## src/rtl/button_events_pkg.sv

```systemverilog
// Shared constants for the four-button event decoder: state encoding,
// default timing and small helpers used by the top level and per-button FSMs.
package button_events_pkg;

   localparam int unsigned NUM_BTN           = 4;
   localparam int unsigned DEF_LONG_CYCLES   = 50_000_000;
   localparam int unsigned DEF_REPEAT_CYCLES = 10_000_000;

   localparam logic [1:0] ST_IDLE    = 2'd0;
   localparam logic [1:0] ST_PRESSED = 2'd1;
   localparam logic [1:0] ST_LONG    = 2'd2;

   // Hold counter only has to reach the larger terminal count minus one.
   function automatic int unsigned cnt_width(input int unsigned long_c,
                                             input int unsigned repeat_c);
      int unsigned m;
      m = (long_c > repeat_c) ? long_c : repeat_c;
      return (m < 2) ? 1 : $clog2(m);
   endfunction

   function automatic logic [1:0] lowest_index(input logic [NUM_BTN-1:0] v);
      logic [1:0] idx;
      idx = '0;
      for (int i = NUM_BTN - 1; i >= 0; i--) begin
         if (v[i]) idx = 2'(i);
      end
      return idx;
   endfunction

endpackage

```

## src/rtl/button_events_if.sv

```systemverilog
// Button-level bundle: debounced levels in, per-button event pulses and
// key-code report out. The producer of fb uses master, the decoder slave.
interface button_events_if;
   import button_events_pkg::*;

   logic [NUM_BTN-1:0] fb;
   logic [NUM_BTN-1:0] press;
   logic [NUM_BTN-1:0] release_ev;
   logic [NUM_BTN-1:0] long_press;
   logic [NUM_BTN-1:0] repeat_ev;
   logic [NUM_BTN-1:0] held;
   logic [1:0]         key_code;
   logic               key_valid;

   modport master (
      output fb,
      input  press, release_ev, long_press, repeat_ev, held, key_code, key_valid
   );

   modport slave (
      input  fb,
      output press, release_ev, long_press, repeat_ev, held, key_code, key_valid
   );

endinterface

```

## src/rtl/button_fsm.sv

```systemverilog
// One button: IDLE/PRESSED/LONG state machine with a shared hold counter that
// times the long-press and then the auto-repeat interval.
module button_fsm
   import button_events_pkg::*;
#(
   parameter int unsigned LONG_CYCLES   = DEF_LONG_CYCLES,
   parameter int unsigned REPEAT_CYCLES = DEF_REPEAT_CYCLES
) (
   input  logic clock,
   input  logic reset_n,
   input  logic pressed,
   output logic press,
   output logic release_ev,
   output logic long_press,
   output logic repeat_ev,
   output logic held
);

   localparam int unsigned    CW      = cnt_width(LONG_CYCLES, REPEAT_CYCLES);
   localparam logic [CW-1:0]  LONG_TC = CW'(LONG_CYCLES - 1);
   localparam logic [CW-1:0]  REP_TC  = CW'(REPEAT_CYCLES - 1);

   logic [1:0]    state_q, state_d;
   logic [CW-1:0] cnt_q, cnt_d;
   logic          press_q, press_d;
   logic          release_q, release_d;
   logic          long_q, long_d;
   logic          repeat_q, repeat_d;
   logic          held_q;

   always_comb begin
      // NOTE: every output of this block gets a default first so no path
      // leaves a value unassigned, which would infer a latch.
      state_d   = state_q;
      cnt_d     = cnt_q;
      press_d   = 1'b0;
      release_d = 1'b0;
      long_d    = 1'b0;
      repeat_d  = 1'b0;
      case (state_q)
         ST_IDLE: begin
            if (pressed) begin
               state_d = ST_PRESSED;
               press_d = 1'b1;
               cnt_d   = '0;
            end
         end
         ST_PRESSED: begin
            // Release is tested first so it wins over a coincident terminal count.
            if (!pressed) begin
               state_d   = ST_IDLE;
               release_d = 1'b1;
               cnt_d     = '0;
            end else if (cnt_q == LONG_TC) begin
               state_d = ST_LONG;
               long_d  = 1'b1;
               cnt_d   = '0;
            end else begin
               cnt_d = cnt_q + 1'b1;
            end
         end
         ST_LONG: begin
            if (!pressed) begin
               state_d   = ST_IDLE;
               release_d = 1'b1;
               cnt_d     = '0;
            end else if (cnt_q == REP_TC) begin
               repeat_d = 1'b1;
               cnt_d    = '0;
            end else begin
               cnt_d = cnt_q + 1'b1;
            end
         end
         default: begin
            state_d = ST_IDLE;
            cnt_d   = '0;
         end
      endcase
   end

   always_ff @(posedge clock or negedge reset_n) begin
      if (!reset_n) begin
         state_q   <= ST_IDLE;
         cnt_q     <= '0;
         press_q   <= 1'b0;
         release_q <= 1'b0;
         long_q    <= 1'b0;
         repeat_q  <= 1'b0;
         held_q    <= 1'b0;
      end else begin
         // NOTE: non-blocking assignments here so all state updates see the
         // pre-edge values regardless of statement order.
         state_q   <= state_d;
         cnt_q     <= cnt_d;
         press_q   <= press_d;
         release_q <= release_d;
         long_q    <= long_d;
         repeat_q  <= repeat_d;
         held_q    <= (state_d != ST_IDLE);
      end
   end

   assign press      = press_q;
   assign release_ev = release_q;
   assign long_press = long_q;
   assign repeat_ev  = repeat_q;
   assign held       = held_q;

endmodule

```

## src/rtl/button_events.sv

```systemverilog
// Four-button event decoder: registers the debounced levels once, runs one
// independent FSM per button and reports the most recently pressed key.
module button_events
   import button_events_pkg::*;
#(
   parameter int unsigned LONG_CYCLES   = DEF_LONG_CYCLES,
   parameter int unsigned REPEAT_CYCLES = DEF_REPEAT_CYCLES,
   parameter bit          ACTIVE_LOW    = 1'b1
) (
   input  logic            clock,
   input  logic            reset_n,
   button_events_if.slave  bus
);

   logic [NUM_BTN-1:0] pressed_q;
   logic [NUM_BTN-1:0] press_w, release_w, long_w, repeat_w, held_w;
   logic [NUM_BTN-1:0] press_evt;
   logic [1:0]         key_code_q;
   logic               key_valid_q;

   // Reset value 0 means "not pressed" whatever the input polarity, so a key
   // already down at reset release still produces a press event.
   always_ff @(posedge clock or negedge reset_n) begin
      if (!reset_n) pressed_q <= '0;
      else          pressed_q <= bus.fb ^ {NUM_BTN{ACTIVE_LOW}};
   end

   for (genvar i = 0; i < NUM_BTN; i++) begin : g_btn
      button_fsm #(
         .LONG_CYCLES   (LONG_CYCLES),
         .REPEAT_CYCLES (REPEAT_CYCLES)
      ) u_fsm (
         .clock      (clock),
         .reset_n    (reset_n),
         .pressed    (pressed_q[i]),
         .press      (press_w[i]),
         .release_ev (release_w[i]),
         .long_press (long_w[i]),
         .repeat_ev  (repeat_w[i]),
         .held       (held_w[i])
      );
   end

   // An FSM leaves IDLE exactly when it sees pressed while not yet held, so
   // this predicts the press pulses that the FSMs register on the same edge.
   assign press_evt = pressed_q & ~held_w;

   always_ff @(posedge clock or negedge reset_n) begin
      if (!reset_n) begin
         key_code_q  <= '0;
         key_valid_q <= 1'b0;
      end else begin
         key_valid_q <= |press_evt;
         if (|press_evt) key_code_q <= lowest_index(press_evt);
      end
   end

   assign bus.press      = press_w;
   assign bus.release_ev = release_w;
   assign bus.long_press = long_w;
   assign bus.repeat_ev  = repeat_w;
   assign bus.held       = held_w;
   assign bus.key_code   = key_code_q;
   assign bus.key_valid  = key_valid_q;

endmodule

```

## src/flat_wrapper.sv

```systemverilog
// flat-port wrapper written by rule: the top's interface ports become plain ports
module button_events_flat import button_events_pkg::*;
#(
   parameter int unsigned LONG_CYCLES   = DEF_LONG_CYCLES,
   parameter int unsigned REPEAT_CYCLES = DEF_REPEAT_CYCLES,
   parameter bit          ACTIVE_LOW    = 1'b1
)
  (clock, reset_n, bus_fb, bus_press, bus_release_ev, bus_long_press, bus_repeat_ev, bus_held, bus_key_code, bus_key_valid);
  button_events_if bus_i ();
  input  logic clock;
  input  logic reset_n;
  input wire logic [$bits(bus_i.fb)-1:0] bus_fb;
  output wire logic [$bits(bus_i.press)-1:0] bus_press;
  output wire logic [$bits(bus_i.release_ev)-1:0] bus_release_ev;
  output wire logic [$bits(bus_i.long_press)-1:0] bus_long_press;
  output wire logic [$bits(bus_i.repeat_ev)-1:0] bus_repeat_ev;
  output wire logic [$bits(bus_i.held)-1:0] bus_held;
  output wire logic [$bits(bus_i.key_code)-1:0] bus_key_code;
  output wire logic [$bits(bus_i.key_valid)-1:0] bus_key_valid;
  assign bus_i.fb = bus_fb;
  assign bus_press = bus_i.press;
  assign bus_release_ev = bus_i.release_ev;
  assign bus_long_press = bus_i.long_press;
  assign bus_repeat_ev = bus_i.repeat_ev;
  assign bus_held = bus_i.held;
  assign bus_key_code = bus_i.key_code;
  assign bus_key_valid = bus_i.key_valid;
  button_events #(.LONG_CYCLES(LONG_CYCLES), .REPEAT_CYCLES(REPEAT_CYCLES), .ACTIVE_LOW(ACTIVE_LOW)) u_core (.clock(clock), .reset_n(reset_n), .bus(bus_i));
endmodule
```

## config.mk

```make
export PLATFORM = sky130hd
export DESIGN_NAME = button_events_flat
export DESIGN_NICKNAME = d
export VERILOG_FILES = /design/src/rtl/button_events_pkg.sv /design/src/rtl/button_events_if.sv /design/src/rtl/button_fsm.sv /design/src/rtl/button_events.sv /design/src/flat_wrapper.sv
export SDC_FILE = /design/constraint.sdc
export NUM_CORES = 1
export LEC_CHECK = 0
export CAP_MARGIN = 5
export CORE_MARGIN = 4
export CORE_UTILIZATION = 50
export CTS_CLUSTER_SIZE = 10
export DETAILED_ROUTE_END_ITERATION = 16
export GPL_ROUTABILITY_DRIVEN = 0
export PLACE_DENSITY = 0.64
export SLEW_MARGIN = 30
export SYNTH_ARGS = -nofsm -noshare
export SYNTH_HDL_FRONTEND = slang
export SYNTH_SLANG_ARGS = --single-unit
```

## constraint.sdc

```tcl
create_clock -name clock -period 2.8 [get_ports clock]
set_clock_uncertainty 0.15 [all_clocks]
set_input_delay 0.28 -clock clock [delete_from_list [all_inputs] [get_ports clock]]
set_output_delay 0.28 -clock clock [all_outputs]
set_load 0.01 [all_outputs]
```

Word level (Yosys, flattened, before mapping)
Index checks and enable logic that the tools add are counted.
Widths: inputs -> output; s select.
{"block": "totals", "ff_bits": 139, "in_bits": 6, "out_inout_bits": 23, "wordCells": 159}
{"block": "classes", "addsub": 4, "eq_ne": 20, "n_mux": 88, "bitwise_logic": 3, "n_reduce_logical": 13}
{"op": "$mux 26", "n": 20}
{"op": "$pmux 26 s3", "n": 4}
{"op": "$add 26x1->26 const B", "n": 4}
{"op": "$eq 26x24->1 const B", "n": 4}
{"op": "$eq 26x26->1 const B", "n": 4}
{"op": "$mux 1", "n": 40}
{"op": "$mux 2", "n": 20}
{"op": "$pmux 2 s3", "n": 4}
{"op": "$eq 2x1->1 const B", "n": 4}
{"op": "$eq 2x2->1 const B", "n": 4}
{"op": "$logic_not 2->1", "n": 4}
{"op": "$ne 2x1->1 const B", "n": 4}
{"op": "$not 4->4", "n": 2}
{"op": "$reduce_bool 2->1", "n": 4}
{"op": "$reduce_or 2->1", "n": 4}
{"op": "$and 4x4->4", "n": 1}
{"op": "$reduce_or 4->1", "n": 1}

Logic depth before layout (Yosys ltp)
{"block": "depth", "word_depth": 6, "mapped_depth": 10, "mapped_depth_nobuf": 7}

Modules after synthesis
Synthesis repeated with hierarchy kept, for this count alone.
{"block": "unflattened", "cells_unflattened": 899, "hier_area_um2": 8139.1}
{"module": "button_fsm (u_core.g_btn[1].u_fsm ...)", "n_inst": 2, "cells_per_inst": 204, "area_each_um2": 1864.3, "seq_area_each_um2": 825.8}
{"module": "button_fsm (u_core.g_btn[0].u_fsm)", "n_inst": 1, "cells_per_inst": 255, "area_each_um2": 2175.8, "seq_area_each_um2": 825.8}
{"module": "button_fsm (u_core.g_btn[3].u_fsm)", "n_inst": 1, "cells_per_inst": 214, "area_each_um2": 1945.6, "seq_area_each_um2": 825.8}
{"module": "button_events", "n_inst": 1, "cells_per_inst": 22, "area_each_um2": 289.0, "seq_area_each_um2": 175.2}

Worst setup path before layout
OpenSTA, ideal clock, no wires.
{"block": "synth_timing", "path_type": "reg2reg", "from": "register u_core.g_btn[2].u_fsm.cnt_q[0]", "to": "register u_core.g_btn[2].u_fsm.cnt_q[1]", "setup_ps": 121, "arrival_time_ps": 2086, "required_time_ps": 2529, "path_slack_ps": 443, "stages_incl_launch_ff": 10, "n_path_buf": 3, "period_less_slack_ps": 2357, "path_cell_list": "dfrtp_1 > ha_1 > and3_1 > buf_2 > nand4_1 > o41ai_4 > a21oi_2 > buf_6 > buf_6 > a22o_1"}
{"block": "synth_via", "elab_chain_len": 4, "word_cells_on_any_way": 8, "classes_between": "add/sub: 1; eq/ne: 2; mux: 5"}
{"item": "start: declaration", "line_no": "button_fsm.sv:24", "source": "logic [CW-1:0] cnt_q, cnt_d;"}
{"item": "start signal: assignment", "line_no": "button_fsm.sv:94", "source": "cnt_q <= cnt_d;"}
{"item": "$add 26x1->26, or another cell as far along", "line_no": "button_fsm.sv:59, button_fsm.sv:71"}
{"item": "$mux 26, on equally long branches", "line_no": "button_fsm.sv:67, button_fsm.sv:54"}
{"item": "$mux 26, on equally long branches", "line_no": "button_fsm.sv:63, button_fsm.sv:50"}
{"item": "$pmux 26 s3 (*)", "line_no": "button_fsm.sv:40", "source": "case (state_q)"}
Every way passes the cells marked *; elsewhere a longest branch is shown, timed or not.
A chain may end at the register's enable or synchronous reset.

Worst setup path after layout
{"block": "layout_timing", "from": "register u_core.g_btn[2].u_fsm.cnt_q[0]", "to": "register u_core.g_btn[2].u_fsm.cnt_q[7]"}
The elaborated chain is that of the path after synthesis.

==> impl_summary.log <==
[metrics] status: completed
[metrics] top flip-flop cell by instance count after synthesis: dfrtp_1
[metrics] R2R Path Start: u_core.g_btn[2].u_fsm.cnt_q[0]
[metrics] routed length per instance: 16.2 um
[metrics] wire length of the first global-routing pass: 30400 um
[metrics] Post-Synthesis Cell Area: 7830 sq um
[metrics] count of pins on the block boundary: 29
[metrics] Max Clock Freq: 381 MHz
[metrics] power density cells: 680 nW/um^2
[metrics] fraction of layout instances using a drive strength above 1: 0.0923
[metrics] clock transition time at the flip-flop clock pins of the worst setup and hold paths: 0.06 ns
[metrics] worst hold path startpoint: bus_fb[1]
[metrics] root buf cell: clkbuf_16
[metrics] Relative slew margins: 0.527
[metrics] area of the die: 17700 sq um
[metrics] crit path time final: 2.63 ns
[metrics] number of cells on the worst reg-to-reg path: 7
[metrics] number of distinct standard cells referenced by the synthesized netlist: 57
[metrics] Placement Rows: 45
[metrics] element type at the critical path end: flop
[metrics] setup total negative slack: 0 ns
[metrics] HP Class: in2reg
[metrics] cell count after synthesis: 862
[metrics] final worst-path cycle share: 0.938
[metrics] cts bufs inserted: 17
[metrics] Residual DRC: 0
[metrics] placed cell areas: 8250 sq um
[metrics] cell leakage power: 3.80 nW
[metrics] via/cell ratio: 5.93
[metrics] Switching Share: 0.290
[metrics] net count after synthesis: 888
[metrics] wire length reported by the detailed router: 17800 um
[metrics] synthesized area per cell: 9.09 sq um
[metrics] effective utilization at floorplan: 0.513
[metrics] pin count of the biggest net entering global routing: 76
[metrics] width of the die: 133 um
[metrics] type of element launching the critical path: flop
[metrics] Final Net Count: 901
[metrics] total grt overflow: 0
[metrics] Post-synth ARST share: 1.00
[metrics] Synth-to-Final Area Change: 13.7%
[metrics] largest vdd supply drop: 484 uV
[metrics] vias after detailed routing: 6515
[metrics] CTS HTree Levels: 4
[metrics] Sw Pwr: 1.75 mW
[metrics] clock tree from TritonCTS: built
[metrics] Sink Count: 139
[metrics] maximum fanout along the worst path: 15
[metrics] Worst Max-Slew Pin Slew: 0.709 ns
[metrics] data arrival time of the critical path: 2.79 ns
[metrics] hold endpoint: u_core.pressed_q[1]
[metrics] Seq/Total Area, Yosys: 0.444
[metrics] Setup CP Type: reg2reg
[metrics] post-route worst hold slack: 0.177 ns
[metrics] Internal: 4.30 mW
[metrics] warning count from the yosys run: 0
[metrics] endpoint of the most critical register-to-register path: u_core.g_btn[2].u_fsm.cnt_q[7]
[metrics] die span in y: 133 um
[metrics] RSZ-0062 raised after global routing: false
[metrics] hold path depth: 2
[metrics] Core ar.: 15300 sq um
[metrics] number of hold violations in the final report: 0
[metrics] max-slew violation count: 0
[metrics] count of buffers inserted at the top-level ports: 28
[metrics] number of global-route vias before repair: 6279
[metrics] maximum number of buffers from clock root to sink: 2
[metrics] setup repair bufs after CTS: 0
[metrics] HPWL Detailed: 12100 um
[metrics] Post-synth EDFFs: 0
[metrics] antenna violations before repair: 0
[metrics] minimum setup slack among reg-to-reg paths: 0.17 ns
[metrics] drt first-iter violations: 509
[metrics] Synth Register Bits: 139
[metrics] ANT cells: 0
[metrics] antenna violation net count after detailed routing: 0
[metrics] Seq pwr share: 0.374
[metrics] Detailed Routing Iterations Pass 1: 5
[metrics] Skew-Pair Late Insertion Delay: 0.43 ns
[metrics] power share of the combinational group: 0.228
[metrics] setup-violating endpoint count in the final report: 0
[metrics] post-layout instance area: 8900 sq um
[metrics] power share of the clock group: 0.398
[metrics] required time of the worst setup path: 2.96 ns
[metrics] MaxCap Viol Count: 0
[metrics] total track usage: 0.207
-- repair_timing --
| item | 4_1_cts | 5_1_grt |
|---|---|---|
| hold buffers | 1 | 0 |
| hold endpoints to repair | 73 | 0 |
| setup endpoints to repair | 0 | 22 |
| resized for setup | 0 | 2 |
-- sequential cells by signal, indices dropped and copies added, names as in the netlist --
signal,flops
u_core.bus.key_code,2
u_core.bus.key_valid,1
u_core.g_btn.u_fsm.cnt_q,104
u_core.g_btn.u_fsm.held,4
u_core.g_btn.u_fsm.long_press,4
u_core.g_btn.u_fsm.press,4
u_core.g_btn.u_fsm.release_ev,4
u_core.g_btn.u_fsm.repeat_ev,4
u_core.g_btn.u_fsm.state_q,8
u_core.pressed_q,4
-- worst max path at each step --
| stage | start | slack, ns | end |
|---|---|---|---|
| floorplan | u_core.g_btn[2].u_fsm.cnt_q[0] | 0.44 | u_core.g_btn[2].u_fsm.cnt_q[1] |
| global placement | u_core.g_btn[2].u_fsm.cnt_q[0] | -0.009 | u_core.g_btn[2].u_fsm.cnt_q[20] |
| detailed placement | u_core.g_btn[2].u_fsm.cnt_q[0] | 0.10 | u_core.g_btn[2].u_fsm.cnt_q[12] |
| CTS | u_core.g_btn[2].u_fsm.cnt_q[0] | 0.07 | u_core.g_btn[2].u_fsm.cnt_q[18] |
| global route | u_core.g_btn[0].u_fsm.cnt_q[0] | 0.002 | u_core.g_btn[0].u_fsm.cnt_q[9] |
| finish | u_core.g_btn[2].u_fsm.cnt_q[0] | 0.17 | u_core.g_btn[2].u_fsm.cnt_q[7] |
-- cell type report --
type,instances,area (sq um)
Clock buffer,26,499
Clock inverter,6,133
Fill cell,1293,6350
Inverter,28,105
Multi-Input combinational cell,630,3900
Sequential cell,139,3480
Tap cell,211,264
Timing Repair Buffer,59,529
-- cells in the final DEF, fill, tap and decap left out, types with 7 or more instances in the layout --
master	n
a21o_1	12
a21oi_1	65
a221o_1	7
a22o_1	7
a31oi_1	62
a41oi_1	11
and2_1	12
and3_1	39
and4_1	8
buf_4	29
clkbuf_16	17
clkdlybuf4s50_1	27
dfrtp_1	139
ha_1	20
inv_1	28
nand2_1	76
nand2b_1	29
nand3_1	58
nand4_1	26
nor2_1	42
nor2b_1	11
nor3_1	21
nor3b_1	7
nor4_1	9
o21ai_0	31
-- synth_stat cells (all sizes together) (4+ instances only) --
library cell | count | area [sq um]
nor2b | 12 | 75.1
ha | 20 | 250
buf | 38 | 274
a22o | 7 | 61.3
and3 | 39 | 244
or3 | 6 | 42.5
dfrtp | 139 | 3480
a221o | 7 | 70.1
nand3 | 60 | 310
and4 | 8 | 70.1
nand4 | 26 | 163
nor3b | 7 | 52.6
nor3 | 21 | 105
o21a | 5 | 37.5
o21ai | 32 | 160
a21oi | 69 | 357
or2 | 4 | 25.0
a41oi | 11 | 96.3
nand2 | 76 | 285
mux2i | 5 | 50.1
nor4 | 11 | 90.1
a21o | 12 | 90.1
and2 | 12 | 75.1
or4 | 4 | 30.0
clkbuf | 28 | 108
nor2 | 42 | 158
o21bai | 6 | 45.0
inv | 28 | 105
nand2b | 29 | 181
a31oi | 62 | 388
nor4bb | 6 | 60.1
nor4b | 7 | 67.6
-- power groups by stage --
stage          Sequential (mW)  Combinational [mW]  Clock (mW)
2_1_floorplan             2.28               0.947           0
5_1_grt                   2.29                1.53        2.55
3_3_place_gp              2.29                1.30           0
6_report                  2.26                1.38        2.41
3_5_place_dp              2.30                1.36           0
4_1_cts                   2.26                1.37        2.47
-- critical path, cell delays in order, from the launching register on --
cell and delay [ns]:
dfrtp_1 0.36, ha_1 0.20, and3_1 0.31, nand4_1 0.26, o41ai_4 0.45, a21oi_2 0.30, and3_1 0.25, a221o_1 0.25
-- per-layer routing --
layer  vias to the layer above  global-route usage  wire [um]
met2                       110               0.332       8450
met3                        16              0.0483        643
met1                      3199               0.283       8500
met4                         0              0.0611        175
met5                         -                   0          0
li1                       3190                   -          -
-- cell families after synthesis --
logic type                 synth area share
and+or+nand+nor                       0.269
adders and majority gates            0.0319
AOI/OAI and AO/OA                     0.184
muxes                               0.00926
DFF                                   0.444
buffers and inverters                0.0621
-- metrics by stage --
stage / instances / power (mW) / utilization / setup WS, ns
CTS: 1098 / 6.10 / 0.583 / 0.0728
global placement: 1065 / 3.60 / 0.540 / -0.00924
global route: 1099 / 6.36 / 0.584 / 0.00206
finish: 1099 / 6.06 / 0.584 / 0.174
floorplan: 862 / 3.22 / - / 0.443
detailed placement: 1065 / 3.66 / 0.541 / 0.101
Power figures use the tool's default switching activity.
